`src/rtl/count_seq_monitor.sv`:
```
// count_seq_monitor
//   Self-check stage behind a 2-bit free-running up-counter. The count is sampled
//   whenever the strobe is high, and each sample is checked to be the previous
//   reference plus one (mod 4). After LOCK_N consecutive correct steps the monitor
//   locks. While locked, it counts sequence errors and completed 3->0 wraps.
//
// Ports
//   clk        rising-edge clock
//   reset      synchronous, active-high reset (highest priority)
//   c          count value from the upstream counter
//   en         sample strobe; c is examined only when en=1
//   clr        synchronous clear of err, err_cnt, wrap_cnt (FSM unaffected)
//   locked     1 while the FSM is in the locked state
//   err        sticky flag: a mismatch was seen while locked
//   err_cnt    saturating count of mismatches seen while locked
//   wrap_cnt   saturating count of 3->0 steps seen while locked
//   wrap_pulse one-cycle pulse per counted wrap
//   last_c     most recent reference sample

module count_seq_monitor #(
    parameter int unsigned LOCK_N     = 4,
    parameter int unsigned ERR_W      = 8,
    parameter int unsigned WRAP_W     = 8,
    parameter bit          ALLOW_HOLD = 1'b1
) (
    input  logic              clk,
    input  logic              reset,
    input  logic [1:0]        c,
    input  logic              en,
    input  logic              clr,
    output logic              locked,
    output logic              err,
    output logic [ERR_W-1:0]  err_cnt,
    output logic [WRAP_W-1:0] wrap_cnt,
    output logic              wrap_pulse,
    output logic [1:0]        last_c
);

    typedef enum logic [1:0] {
        StAcq,
        StSync,
        StLock
    } state_e;

    state_e              state_q, state_d;
    logic [3:0]          good_q, good_d;
    logic [1:0]          last_c_q, last_c_d;
    logic                err_q, err_d;
    logic [ERR_W-1:0]    err_cnt_q, err_cnt_d;
    logic [WRAP_W-1:0]   wrap_cnt_q, wrap_cnt_d;
    logic                wrap_pulse_q, wrap_pulse_d;

    logic [1:0]          next_ref;
    logic                match;
    logic                hold;

    assign next_ref = last_c_q + 2'd1;
    assign match    = (c == next_ref);
    // match and hold are mutually exclusive, so hold needs no match qualifier.
    assign hold     = ALLOW_HOLD && (c == last_c_q);

    always_comb begin
        state_d      = state_q;
        good_d       = good_q;
        last_c_d     = last_c_q;
        err_d        = err_q;
        err_cnt_d    = err_cnt_q;
        wrap_cnt_d   = wrap_cnt_q;
        wrap_pulse_d = 1'b0;

        if (en) begin
            unique case (state_q)
                StAcq: begin
                    last_c_d = c;
                    good_d   = 4'd0;
                    state_d  = StSync;
                end
                StSync: begin
                    if (match) begin
                        last_c_d = c;
                        good_d   = good_q + 4'd1;
                        if (good_q == 4'(LOCK_N - 1)) begin
                            state_d = StLock;
                        end
                    end else if (!hold) begin
                        last_c_d = c;
                        good_d   = 4'd0;
                    end
                end
                StLock: begin
                    if (match) begin
                        last_c_d = c;
                        if (last_c_q == 2'd3) begin
                            wrap_pulse_d = 1'b1;
                            if (wrap_cnt_q != '1) begin
                                wrap_cnt_d = wrap_cnt_q + WRAP_W'(1);
                            end
                        end
                    end else if (!hold) begin
                        err_d    = 1'b1;
                        last_c_d = c;
                        good_d   = 4'd0;
                        state_d  = StSync;
                        if (err_cnt_q != '1) begin
                            err_cnt_d = err_cnt_q + ERR_W'(1);
                        end
                    end
                end
                default: state_d = StAcq;
            endcase
        end

        // Clear wins over a same-cycle error/wrap event; FSM effects above still apply.
        if (clr) begin
            err_d        = 1'b0;
            err_cnt_d    = '0;
            wrap_cnt_d   = '0;
            wrap_pulse_d = 1'b0;
        end
    end

    always_ff @(posedge clk) begin
        if (reset) begin
            state_q      <= StAcq;
            good_q       <= 4'd0;
            last_c_q     <= 2'd0;
            err_q        <= 1'b0;
            err_cnt_q    <= '0;
            wrap_cnt_q   <= '0;
            wrap_pulse_q <= 1'b0;
        end else begin
            state_q      <= state_d;
            good_q       <= good_d;
            last_c_q     <= last_c_d;
            err_q        <= err_d;
            err_cnt_q    <= err_cnt_d;
            wrap_cnt_q   <= wrap_cnt_d;
            wrap_pulse_q <= wrap_pulse_d;
        end
    end

    assign locked     = (state_q == StLock);
    assign err        = err_q;
    assign err_cnt    = err_cnt_q;
    assign wrap_cnt   = wrap_cnt_q;
    assign wrap_pulse = wrap_pulse_q;
    assign last_c     = last_c_q;

endmodule

```
`config.mk`:
```
export PLATFORM = sky130hd
export DESIGN_NAME = count_seq_monitor
export DESIGN_NICKNAME = d
export VERILOG_FILES = /design/src/rtl/count_seq_monitor.sv
export SDC_FILE = /design/constraint.sdc
export NUM_CORES = 1
export LEC_CHECK = 0
export CORE_MARGIN = 5
export CORE_UTILIZATION = 46
export CTS_CLUSTER_DIAMETER = 80
export DETAILED_ROUTE_END_ITERATION = 7
export PLACE_DENSITY = 0.82
export SLEW_MARGIN = 20
export SYNTH_ARGS = -nofsm -noshare
export SYNTH_HDL_FRONTEND = slang
export SYNTH_SLANG_ARGS = --single-unit
```
`constraint.sdc`:
```
create_clock -name clk -period 1.8 [get_ports clk]
set_input_delay 0.36 -clock clk [delete_from_list [all_inputs] [get_ports clk]]
set_output_delay 0.36 -clock clk [all_outputs]
set_load 0.03 [all_outputs]
```
**Word-level counts from Yosys, hierarchy flattened**

Cells that the tools add are included.
W data, S select, Z words.

- Equal/unequal tests: 13
- Mux-type cells: 13
- Div/mod/pow operators: 0
- Reductions and logical operators: 12
- $lt $le $gt $ge: 0
- Shift-type cells: 0
- Add/sub/neg operators: 4
- Bitwise operators: 4
- $mul: 0

Operator list:

| kind | number |
|---|---|
| $add A8 B1 Y8 const B | 2 |
| $ne A8 B8 Y1 const B | 2 |
| $reduce_and A5 Y1 | 3 |
| $mux W2 | 6 |
| $mux W4 | 3 |
| $pmux W4 S3 | 1 |
| $ne A2 B2 Y1 const B | 4 |
| $pmux W2 S3 | 1 |
| $reduce_and A3 Y1 | 2 |
| $reduce_or A5 Y1 | 1 |
| $add A4 B1 Y4 const B | 1 |
| $eq A2 B2 Y1 | 2 |
| $eq A2 B2 Y1 const B | 2 |
| $eq A4 B2 Y1 const B | 1 |
| $not A1 Y1 | 4 |
| $pmux W2 S2 | 1 |
| $reduce_and A4 Y1 | 1 |
| $reduce_or A2 Y1 | 2 |
| $ne A3 B3 Y1 const B | 1 |
| $reduce_bool A3 Y1 | 1 |
| $add A2 B1 Y2 const B | 1 |
| $eq A2 B1 Y1 const B | 1 |
| $logic_not A2 Y1 | 1 |
| $reduce_bool A2 Y1 | 1 |
| $mux W1 | 1 |

- Output and inout bits: 21
- Memory bits (writable): 0
- Word-level logic and storage cells: 53
- Memories: 0
- Input port bits: 6
- Flip-flop bits (word level): 26
- Memory bits (read-only): 0
- Latch bits: 0

**Depth between registers and ports, before layout**

Gate-level depths: netlist (run 1).

- Word-level depth: 4
- Depth in mapped cells: 9

**Worst setup path before layout (run 1)**

Ideal clock, no wire load.

- Kind: register to register
- Start: register last_c_q[1] (netlist: last_c[1])
- End: register err_cnt_q[3] (netlist: err_cnt[3])
- Library setup time: 71 ps
- Slack: -198 ps
- Arrival time: 1927 ps
- Stages on the path, launching flop included: 8
- Required time: 1729 ps
- Cells stage by stage: dfxtp_1 ha_1 xnor2_2 nor3_1 nor2_1 buf_6 or3_1 a21oi_1

- Word-level cells in the longest chain between the ends: 4
- Elaborated cells on any way between the ends: 6

RTL lines:

| what | RTL line | source |
|---|---|---|
| from (decl) | 47 | `logic [1:0] last_c_q, last_c_d;` |
| from (signal assigned) | 134 | `last_c_q <= last_c_d;` |
| $add A2 B1 Y2 | 57 | `assign next_ref = last_c_q + 2'd1;` |
| $eq A2 B2 Y1 | 58 | `assign match = (c == next_ref);` |
| $not A1 Y1 (no source line) | -- |  |
| $reduce_and A5 Y1 (no source line) (*) | -- |  |
| to (signal assigned) | 136 | `err_cnt_q <= err_cnt_d;` |
| to (decl) | 49 | `logic [ERR_W-1:0] err_cnt_q, err_cnt_d;` |

Every way passes the cells marked *; elsewhere a longest branch is shown, timed or not.
A chain may end at the register's enable or synchronous reset.

**Worst setup path after layout (run 1)**

- Start: input c[0]
- End: register wrap_cnt_q[6] (netlist: wrap_cnt[6])

- Word-level cells in the longest chain between the ends: 2

RTL lines:

| what | RTL line | source |
|---|---|---|
| from (decl) | 28 | `input logic [1:0] c,` |
| $eq A2 B2 Y1 | 58 |  |
| $reduce_and A5 Y1 (no source line) | -- |  |
| to (signal assigned) | 137 | `wrap_cnt_q <= wrap_cnt_d;` |
| to (decl) | 50 | `logic [WRAP_W-1:0] wrap_cnt_q, wrap_cnt_d;` |

No other way between the ends.

==> impl_metrics.py, run 1 <==
metrics = {
    "outcome": {
        "status": "finished, final reports clean",
    },
    "finish": {
        "syn_to_final_growth_pct": 39.6,
        "finalNetCount": 239,
        "layout_common_cells": "dfxtp_1, nor2_1, buf_4",
        "finalInstanceArea_sq_um": 2020,
        "drive_gt1_share_pct": 20.5,
        "antenna_cells": 0,
        "final_common_cell": "dfxtp_1",
        "fin_cells": 268,
    },
    "placed_design": {
        "post_dp_cell_area_sq_um": 1880,
        "port_buffers": 26,
        "finalWeightedCongestion": 0.842,
        "post-dp-hpwl_microns": 2430,
        "dp_cells": 260,
    },
    "detailed_routing": {
        "wl_met2_microns": 1690,
        "wl_met1_microns": 1530,
        "viasPerCell": 5.37,
        "wl_per_cell_microns": 12.8,
        "top_layer_used": "met4",
        "drc": 0,
        "ant_nets": 0,
        "dr.first_iter.drc_count": 111,
        "drt-pass1-iter-count": 5,
        "vias": 1440,
        "wl_met3_microns": 183,
        "wl_microns": 3420,
    },
    "power": {
        "power_density_nw_per_um2": 549,
        "p_leak_nw": 0.838,
        "combPwrFrac_pct": 15.4,
        "pwr-share-seq_pct": 52.7,
        "pwr-share-clk_pct": 31.9,
        "p_sw_share_pct": 24.8,
        "power_w": 0.00111,
        "p_sw_w": 0.000274,
        "ir_drop_uv": 505,
        "power.internal_w": 0.000832,
    },
    "timing": {
        "max_freq_mhz": 565,
        "skew_ps": 2.78,
        "rsz0062_at_grt": "true",
        "fin_crit_ps": 1770,
        "final.setup.tns_ps": 0,
        "worst_slew_pin_slew_ps": 386,
        "finalSetupViolCount": 0,
        "whs_ps": 498,
        "hold_viol": 0,
        "finalCritPeriodShare_pct": 98.3,
        "finalMaxSlewViolations": 0,
        "slew-limit-headroom_pct": 74.3,
    },
    "floorplan": {
        "num_rows": 20,
        "fp.dieH_microns": 66.0,
        "start_util_pct": 47.7,
        "die_w_microns": 66.0,
        "core-area_sq_um": 3030,
        "pin_count": 27,
        "die_area_sq_um": 4360,
    },
    "logic_synthesis": {
        "ys_seq_area_share_pct": 36.0,
        "synth-edff-count": 0,
        "syn-cell-area_sq_um": 1440,
        "postSynthAreaPerCell_sq_um": 8.07,
        "ys.flop_type": "dfxtp_1",
        "async_flop_share_pct": 0,
        "synth_top_family_by_area": "simple AND/OR/NAND/NOR gates",
        "ys_types": 38,
        "yosys_warnings": 0,
        "synth_compound_area_share_pct": 14.6,
        "synthMuxAreaShare_pct": 0.693,
        "synth-simple-area-share_pct": 32.0,
        "synth_nets": 193,
        "postSynthCellCount": 179,
        "synth_adder_area_share_pct": 6.93,
        "synth_xor_area_share_pct": 6.59,
        "synth_seq_cells": 26,
    },
    "clock_tree": {
        "holdBufCountCts": 0,
        "clk_latency_ps": 320,
        "clock-sinks": 26,
        "clkSlewWorstSetupHoldPaths_ps": 150,
        "htree_levels": 1,
        "cts_buffer_depth": 2,
        "cts_root_buf": "clkbuf_4",
        "cts_buffers": 3,
        "cts_tree": "yes",
    },
    "critical_path": {
        "crit_fanout": 8,
        "crit_required_ps": 2050,
        "worstSetupEndpointType": "flip-flop",
        "critPathKind": "in2reg",
        "cp_cell_sequence": "clkdlybuf4s50_1, xor2_1, buf_4, nand3_4, nor3_1, nor2_1, a211oi_1",
        "start_kind": "input port",
        "slowest_stage": "clkdlybuf4s50_1",
        "crit_arrival_ps": 2020,
        "slowest_delay_ps": 530,
    },
    "global_routing": {
        "grt_pass1_vias": 1329,
        "grt.total_usage_pct": 15.5,
        "grt_pass1_wl_microns": 5500,
        "grt_overflow_total": 0,
        "grt_max_degree": 19,
        "antenna_found_initial": 0,
    },
    "worst_hold_path": {
        "hp-class": "reg2reg",
    },
    "flow_run": {
        "maxCapViolations": 0,
    },
}
-- worst max-delay path, delay by kind of cell --
family / cells / cell delay [ps]
buffers and inverters: 2 / 710
xor gates and xnor gates: 1 / 220
and+or+nand+nor: 3 / 530
AOI/OAI and AO/OA: 1 / 190
-- logic make-up (layout without fill, tap and decap cells) --
family                   Yosys count  in the layout
AO/OA/AOI/OAI                     36             36
multiplexers                       1              1
buffers and inverters              9             54
XOR/XNOR                          10             10
AND/OR/NAND/NOR                   89             89
adder cells (fa/ha/maj)            8              8
flip-flops                        26             26
-- cell type report --
type	instances	area, sq um
timing repair buffer	47	405
sequential	26	529
multi-input combinational	144	967
inverter	3	11.3
clock buffer	4	47.5
tap	44	55.1
fill	254	1010
-- cell usage after synthesis (2+ instances only) --
cell type | n | area (sq um)
a211oi_1 | 4 | 30.0
a21oi_1 | 15 | 75.1
a22oi_1 | 2 | 15.0
and2_1 | 4 | 25.0
and3_1 | 2 | 12.5
clkbuf_1 | 3 | 11.3
dfxtp_1 | 26 | 521
ha_1 | 8 | 100
inv_1 | 3 | 11.3
nand2_1 | 15 | 56.3
nand3_1 | 12 | 60.1
nand4_1 | 5 | 31.3
nor2_1 | 25 | 93.8
nor2b_1 | 2 | 12.5
nor3_1 | 8 | 40.0
o211ai_1 | 2 | 15.0
o21ai_0 | 10 | 50.1
or2_2 | 2 | 12.5
or3_1 | 5 | 31.3
xnor2_1 | 7 | 61.3
xor2_1 | 2 | 17.5
-- routing by layer --
layer	GRT usage (%)	vias to the layer above
met4	3.81	0
li1	-	726
met5	0	-
met2	29.0	46
met1	17.7	664
met3	3.23	4
-- final timing paths --
kind | from | end | slack, ps | cells after the start
hold / removal | err$_SDFFE_PP0P_ | err$_SDFFE_PP0P_ | 500 | 2
setup / recovery | c[0] | wrap_cnt[6]$_SDFFE_PP0P_ | 30 | 7
hold reg to reg | err$_SDFFE_PP0P_ | err$_SDFFE_PP0P_ | 500 | 2
setup reg to reg | last_c[0]$_SDFFE_PP0P_ | wrap_cnt[6]$_SDFFE_PP0P_ | 40 | 7
-- power by group through the flow --
stage,logic [W],clock network (W),registers [W]
after floorplan,0.0000735,0,0.000603
after global placement,0.000147,0,0.000595
after detailed placement,0.000151,0,0.000596
after CTS,0.000154,0.000360,0.000583
after global routing,0.000183,0.000385,0.000584
final,0.000170,0.000353,0.000583
-- stage by stage --
stage / setup slack, ps / util, %
final: 31.0 / 66.6
after global routing: -54.1 / 66.6
after CTS: 1.06 / 63.8
after detailed placement: -405 / 62.2
after global placement: -358 / 62.2
after floorplan: 0.672 / -
-- state kept, by name, summed over array words and instances, names as in the netlist --
| register | count |
|---|---|
| err | 1 |
| err_cnt | 8 |
| good_q | 4 |
| last_c | 2 |
| state_q | 2 |
| wrap_cnt | 8 |
| wrap_pulse | 1 |
-- timing repair --
| item | 4_1_cts | 5_1_grt |
|---|---|---|
| resized for setup | 18 | 16 |
| pin swaps | 0 | 7 |
| buffers inserted | 0 | 4 |
| setup endpoints to repair | 18 | 19 |
| gates cloned | 0 | 0 |
(Power assumes the default switching activity.)
==> run 2, diff against run 1 <==
Settings changed: CORE_UTILIZATION 46 to 31, PLACE_DENSITY 0.82 to 0.61.
==> run 2 against run 1 <==
Effect of this change: combinational power shrank 6%; clock skew grew 3.6 ps; die area grew 40%; critical path depth shrank 6; critical path type is now reg2out; largest cell class unchanged; largest power group unchanged; highest routed layer unchanged.
==> impl_metrics.py, run 2 (same netlist as run 1, synthesis figures left out) <==
metrics = {
    "power": {
        "p_sw_share_pct": 24.1,
        "p_sw_w": 0.000285,
        "combPwrFrac_pct": 13.4,
        "power_density_nw_per_um2": 575,
        "ir_drop_uv": 450,
        "p_leak_nw": 0.803,
        "power.internal_w": 0.000897,
        "pwr-share-seq_pct": 49.5,
        "pwr-share-clk_pct": 37.1,
    },
    "detailed_routing": {
        "dr.first_iter.drc_count": 103,
        "ant_nets": 0,
        "vias": 1423,
        "drc": 0,
        "viasPerCell": 5.23,
        "wl_per_cell_microns": 12.6,
        "wl_microns": 3440,
        "drt-pass1-iter-count": 4,
    },
    "outcome": {
        "status": "finished, final reports clean",
    },
    "finish": {
        "final_common_cell": "nor2_1",
        "syn_to_final_growth_pct": 42.3,
        "layout_common_cells": "nor2_1, dfxtp_1, buf_4",
        "drive_gt1_share_pct": 18.6,
        "finalNetCount": 235,
        "utilization_pct": 46.2,
        "antenna_cells": 0,
    },
    "timing": {
        "finalCritPeriodShare_pct": 97.1,
        "fin_crit_ps": 1750,
        "finalSetupViolCount": 0,
        "finalMaxSlewViolations": 0,
        "whs_ps": 482,
        "slew-limit-headroom_pct": 74.0,
        "max_freq_mhz": 572,
        "worst_slew_pin_slew_ps": 388,
        "skew_ps": 6.41,
        "hold_viol": 0,
        "final.setup.tns_ps": 0,
        "rsz0062_at_grt": "true",
    },
    "clock_tree": {
        "htree_levels": 1,
        "cts_root_buf": "clkbuf_8",
        "clkSlewWorstSetupHoldPaths_ps": 90,
        "holdBufCountCts": 0,
        "cts_buffer_depth": 2,
        "clock-sinks": 26,
        "clk_latency_ps": 270,
        "cts_tree": "yes",
        "cts_buffers": 3,
    },
    "critical_path": {
        "slowest_delay_ps": 700,
        "critPathKind": "reg2out",
        "worstSetupEndpointType": "output pin",
        "slowest_stage": "clkdlybuf4s50_1",
        "start_kind": "flip-flop",
        "cp_cell_sequence": "clkdlybuf4s50_1",
        "reg2reg_slack_ps": 80,
        "path_delay_family": "buffers and inverters",
        "crit_arrival_ps": 1390,
        "crit_buf_inv": 1,
        "crit_fanout": 5,
        "crit_required_ps": 1440,
    },
    "floorplan": {
        "fp.dieH_microns": 78.2,
        "die_w_microns": 78.2,
        "core-area_sq_um": 4440,
        "die_area_sq_um": 6120,
        "start_util_pct": 32.5,
        "pin_count": 27,
        "num_rows": 24,
    },
    "global_routing": {
        "grt_overflow_total": 0,
        "antenna_found_initial": 0,
        "grt_pass1_vias": 1357,
        "grt_max_degree": 19,
        "grt_pass1_wl_microns": 5910,
        "grt.total_usage_pct": 11.5,
    },
    "flow_run": {
        "maxCapViolations": 0,
    },
    "worst_hold_path": {
        "hp-class": "reg2reg",
    },
    "placed_design": {
        "post-dp-hpwl_microns": 2410,
        "port_buffers": 26,
        "finalWeightedCongestion": 0.772,
    },
}
## run 2: worst paths after layout
kind | startpoint | endpoint | depth (start not counted)
hold / removal | err$_SDFFE_PP0P_ | err$_SDFFE_PP0P_ | 2
setup reg to reg | last_c[0]$_SDFFE_PP0P_ | state_q[0]$_SDFFE_PP0P_ | 7
hold reg to reg | err$_SDFFE_PP0P_ | err$_SDFFE_PP0P_ | 2
setup / recovery | wrap_cnt[1]$_SDFFE_PP0P_ | wrap_cnt[1] | 1
## run 2: final cells by class
cell class / count / area (sq um)
Sequential cell: 26 / 529
Timing Repair Buffer: 43 / 413
Fill cell: 435 / 2390
Clock buffer: 4 / 66.3
Inverter: 3 / 11.3
Tap cell: 52 / 65.1
Multi-Input combinational cell: 144 / 970
## run 2: worst reg2reg max path, delay by kind of cell, from the launching register on
family	cells	cell delay [ps]
adders and majority gates	1	270
and+or+nand+nor	2	240
xor gates and xnor gates	1	150
buffers and inverters	1	160
AOI/OAI and AO/OA	2	470
DFF	1	380
## run 2: power groups by stage
stage | registers, W | logic, W | clock network [W]
3_3_place_gp | 0.000598 | 0.000140 | 0
2_1_floorplan | 0.000603 | 0.0000735 | 0
6_report | 0.000585 | 0.000159 | 0.000438
3_5_place_dp | 0.000598 | 0.000139 | 0
4_1_cts | 0.000585 | 0.000138 | 0.000452
5_1_grt | 0.000586 | 0.000173 | 0.000471
## run 2: layer usage
layer / track usage, % / part of all wire (%) / vias to the layer above
met5: 0 / 0 / -
met1: 14.5 / 46 / 661
met4: 2.62 / 0.67 / 0
met3: 2.86 / 5.8 / 2
met2: 19.7 / 48 / 38
li1: - / - / 722
## run 2: metrics by stage
stage	cell area [sq um]	cells	setup slack (ps)	power (W)
floorplan	1480	179	0.672	0.000677
global placement	1880	266	-257	0.000738
detailed placement	1880	266	-299	0.000737
CTS	1940	270	12.9	0.00118
global route	2050	272	-32.6	0.00123
finish	2050	272	51.3	0.00118
## run 2: timing repair
item / in CTS / in global routing
buffers inserted: 0 / 2
pin swaps: 1 / 1
gates resized for setup: 4 / 21
setup endpoints to repair: 6 / 21
==> run 3, diff against run 2 <==
Settings changed: CORE_UTILIZATION 31 to 42, PLACE_DENSITY 0.61 to 0.76.
==> run 3 against run 2 <==
Effect of this change: count of clock-buffer cells in the layout down 1; die area down 23%; worst setup slack better by 6.7 ps.
==> impl_metrics.py, run 3 (same netlist as run 1, synthesis figures left out) <==
metrics = {
    "finish": {
        "fillers": 312,
        "finalNetCount": 239,
        "antenna_cells": 0,
        "drive_gt1_share_pct": 21.4,
        "layout_common_cells": "dfxtp_1, nor2_1, buf_4",
        "final_common_cell": "dfxtp_1",
        "fin_cells": 270,
        "syn_to_final_growth_pct": 40.8,
    },
    "clock_tree": {
        "clk_latency_ps": 310,
        "cts_buffer_depth": 2,
        "htree_levels": 1,
        "clkSlewWorstSetupHoldPaths_ps": 130,
        "clock-sinks": 26,
        "cts_tree": "yes",
        "cts_buffers": 3,
        "cts_root_buf": "clkbuf_4",
    },
    "timing": {
        "skew_ps": 5.14,
        "slew-limit-headroom_pct": 74.4,
        "rsz0062_at_grt": "true",
        "max_freq_mhz": 574,
        "worst_slew_pin_slew_ps": 384,
        "fin_crit_ps": 1740,
        "finalSetupViolCount": 0,
        "setup_slack_ps": 58.0,
        "finalCritPeriodShare_pct": 96.8,
        "hold_viol": 0,
        "finalMaxSlewViolations": 0,
    },
    "floorplan": {
        "num_rows": 21,
        "pin_count": 27,
        "die_area_sq_um": 4710,
        "core-area_sq_um": 3340,
        "start_util_pct": 43.3,
        "fp.dieH_microns": 68.6,
        "die_w_microns": 68.6,
    },
    "critical_path": {
        "crit_arrival_ps": 1380,
        "r2r_cells": 7,
        "worstSetupEndpointType": "output pin",
        "slowest_delay_ps": 680,
        "slowest_stage": "clkdlybuf4s50_1",
        "crit_buf_inv": 1,
        "start_kind": "flip-flop",
        "path_delay_family": "buffers and inverters",
        "crit_fanout": 4,
        "cp.depth": 1,
        "crit_required_ps": 1440,
        "cp_cell_sequence": "clkdlybuf4s50_1",
        "critPathKind": "reg2out",
    },
    "worst_hold_path": {
        "hp-class": "reg2reg",
        "hold_path_depth": 2,
    },
    "global_routing": {
        "grt_max_degree": 19,
        "grt.total_usage_pct": 13.9,
        "grt_pass1_vias": 1232,
        "grt_pass1_wl_microns": 5180,
        "grt_overflow_total": 0,
        "antenna_found_initial": 0,
    },
    "detailed_routing": {
        "dr.first_iter.drc_count": 167,
        "wl_per_cell_microns": 11.7,
        "drc": 0,
        "vias": 1401,
        "wl_microns": 3160,
        "ant_nets": 0,
        "drt-pass1-iter-count": 4,
        "viasPerCell": 5.19,
    },
    "placed_design": {
        "post-dp-hpwl_microns": 2350,
        "finalWeightedCongestion": 0.803,
        "pre_cts_ws_ps": -404,
        "port_buffers": 26,
        "dp_cells": 265,
    },
    "power": {
        "ir_drop_uv": 286,
        "power_density_nw_per_um2": 494,
        "p_leak_nw": 0.847,
    },
    "flow_run": {
        "maxCapViolations": 0,
    },
    "outcome": {
        "status": "finished, final reports clean",
    },
}
## run 3: cell count changes in the layout (fill, tap and decap cells not counted), moves of 2 or more
cell,delta
nor3_1,-4
clkbuf_8,-3
dlygate4sd2_1,+7
clkbuf_4,+3
clkdlybuf4s50_1,-8
buf_4,+5
nor2_1,-2
nor3_2,+4
## run 3: path summary, 6_finish.rpt
path | slack, ps | end | from
worst max-delay path | 60 | err_cnt[5] | err_cnt[5]$_SDFFE_PP0P_
worst min register to register | 510 | err$_SDFFE_PP0P_ | err$_SDFFE_PP0P_
worst max register to register | 70 | err_cnt[0]$_SDFFE_PP0P_ | state_q[0]$_SDFFE_PP0P_
worst min-delay path | 510 | err$_SDFFE_PP0P_ | err$_SDFFE_PP0P_
## run 3: worst reg2reg max path, delay by kind of cell (launching register included)
family / cells / cell delay (ps)
DFF: 1 / 340
adders and majority gates: 1 / 210
AOI/OAI and AO/OA: 1 / 150
and+or+nand+nor: 4 / 870
buffers and inverters: 1 / 110
## run 3: through the flow
stage | instance area (sq um) | utilization (%) | power (W) | setup TNS, ps | hold slack [ps]
2_1_floorplan | 1480 | - | 0.000677 | 0 | 477
3_3_place_gp | 1910 | 57.2 | 0.000751 | -5140 | 452
3_5_place_dp | 1910 | 57.2 | 0.000752 | -5790 | 487
4_1_cts | 1920 | 57.6 | 0.000994 | 0 | 521
5_1_grt | 2030 | 60.9 | 0.00105 | -357 | 559
6_report | 2030 | 60.9 | 0.00100 | 0 | 514
## run 3: cell type report
class | instances | area, sq um | area share, %
clock inverter | 1 | 3.75 | 0.185
tap | 46 | 57.6 | 2.83
timing repair buffer | 47 | 422 | 20.7
sequential | 26 | 529 | 26.0
multi-input combinational | 144 | 987 | 48.6
clock buffer | 3 | 22.5 | 1.11
inverter | 3 | 11.3 | 0.554
## run 3: what timing repair did
item | 4_1_cts | 5_1_grt
buffers inserted | 0 | 1
gates resized for setup | 13 | 24
setup endpoints to repair | 14 | 21
pin swaps | 1 | 2
hold buffers | 0 | 0
## run 3: per-layer routing
layer  vias up  routed length [microns]  part of all wire, %  global-route usage, %
li1        728                        -                    -                      -
met1       650                     1480                   47                   17.7
met2        21                     1520                   48                   24.2
met3         2                      146                  4.6                   2.59
met4         0                       14                 0.44                   3.23
met5         -                        0                    0                      0
## run 3: power by group
group | leakage [nW] | switching (W) | internal (W) | total, W
registers | 0.212 | 0.00000369 | 0.000579 | 0.000583
logic | 0.620 | 0.0000863 | 0.0000898 | 0.000176
clock network | 0.0154 | 0.000164 | 0.0000811 | 0.000245
total | 0.847 | 0.000254 | 0.000750 | 0.00100
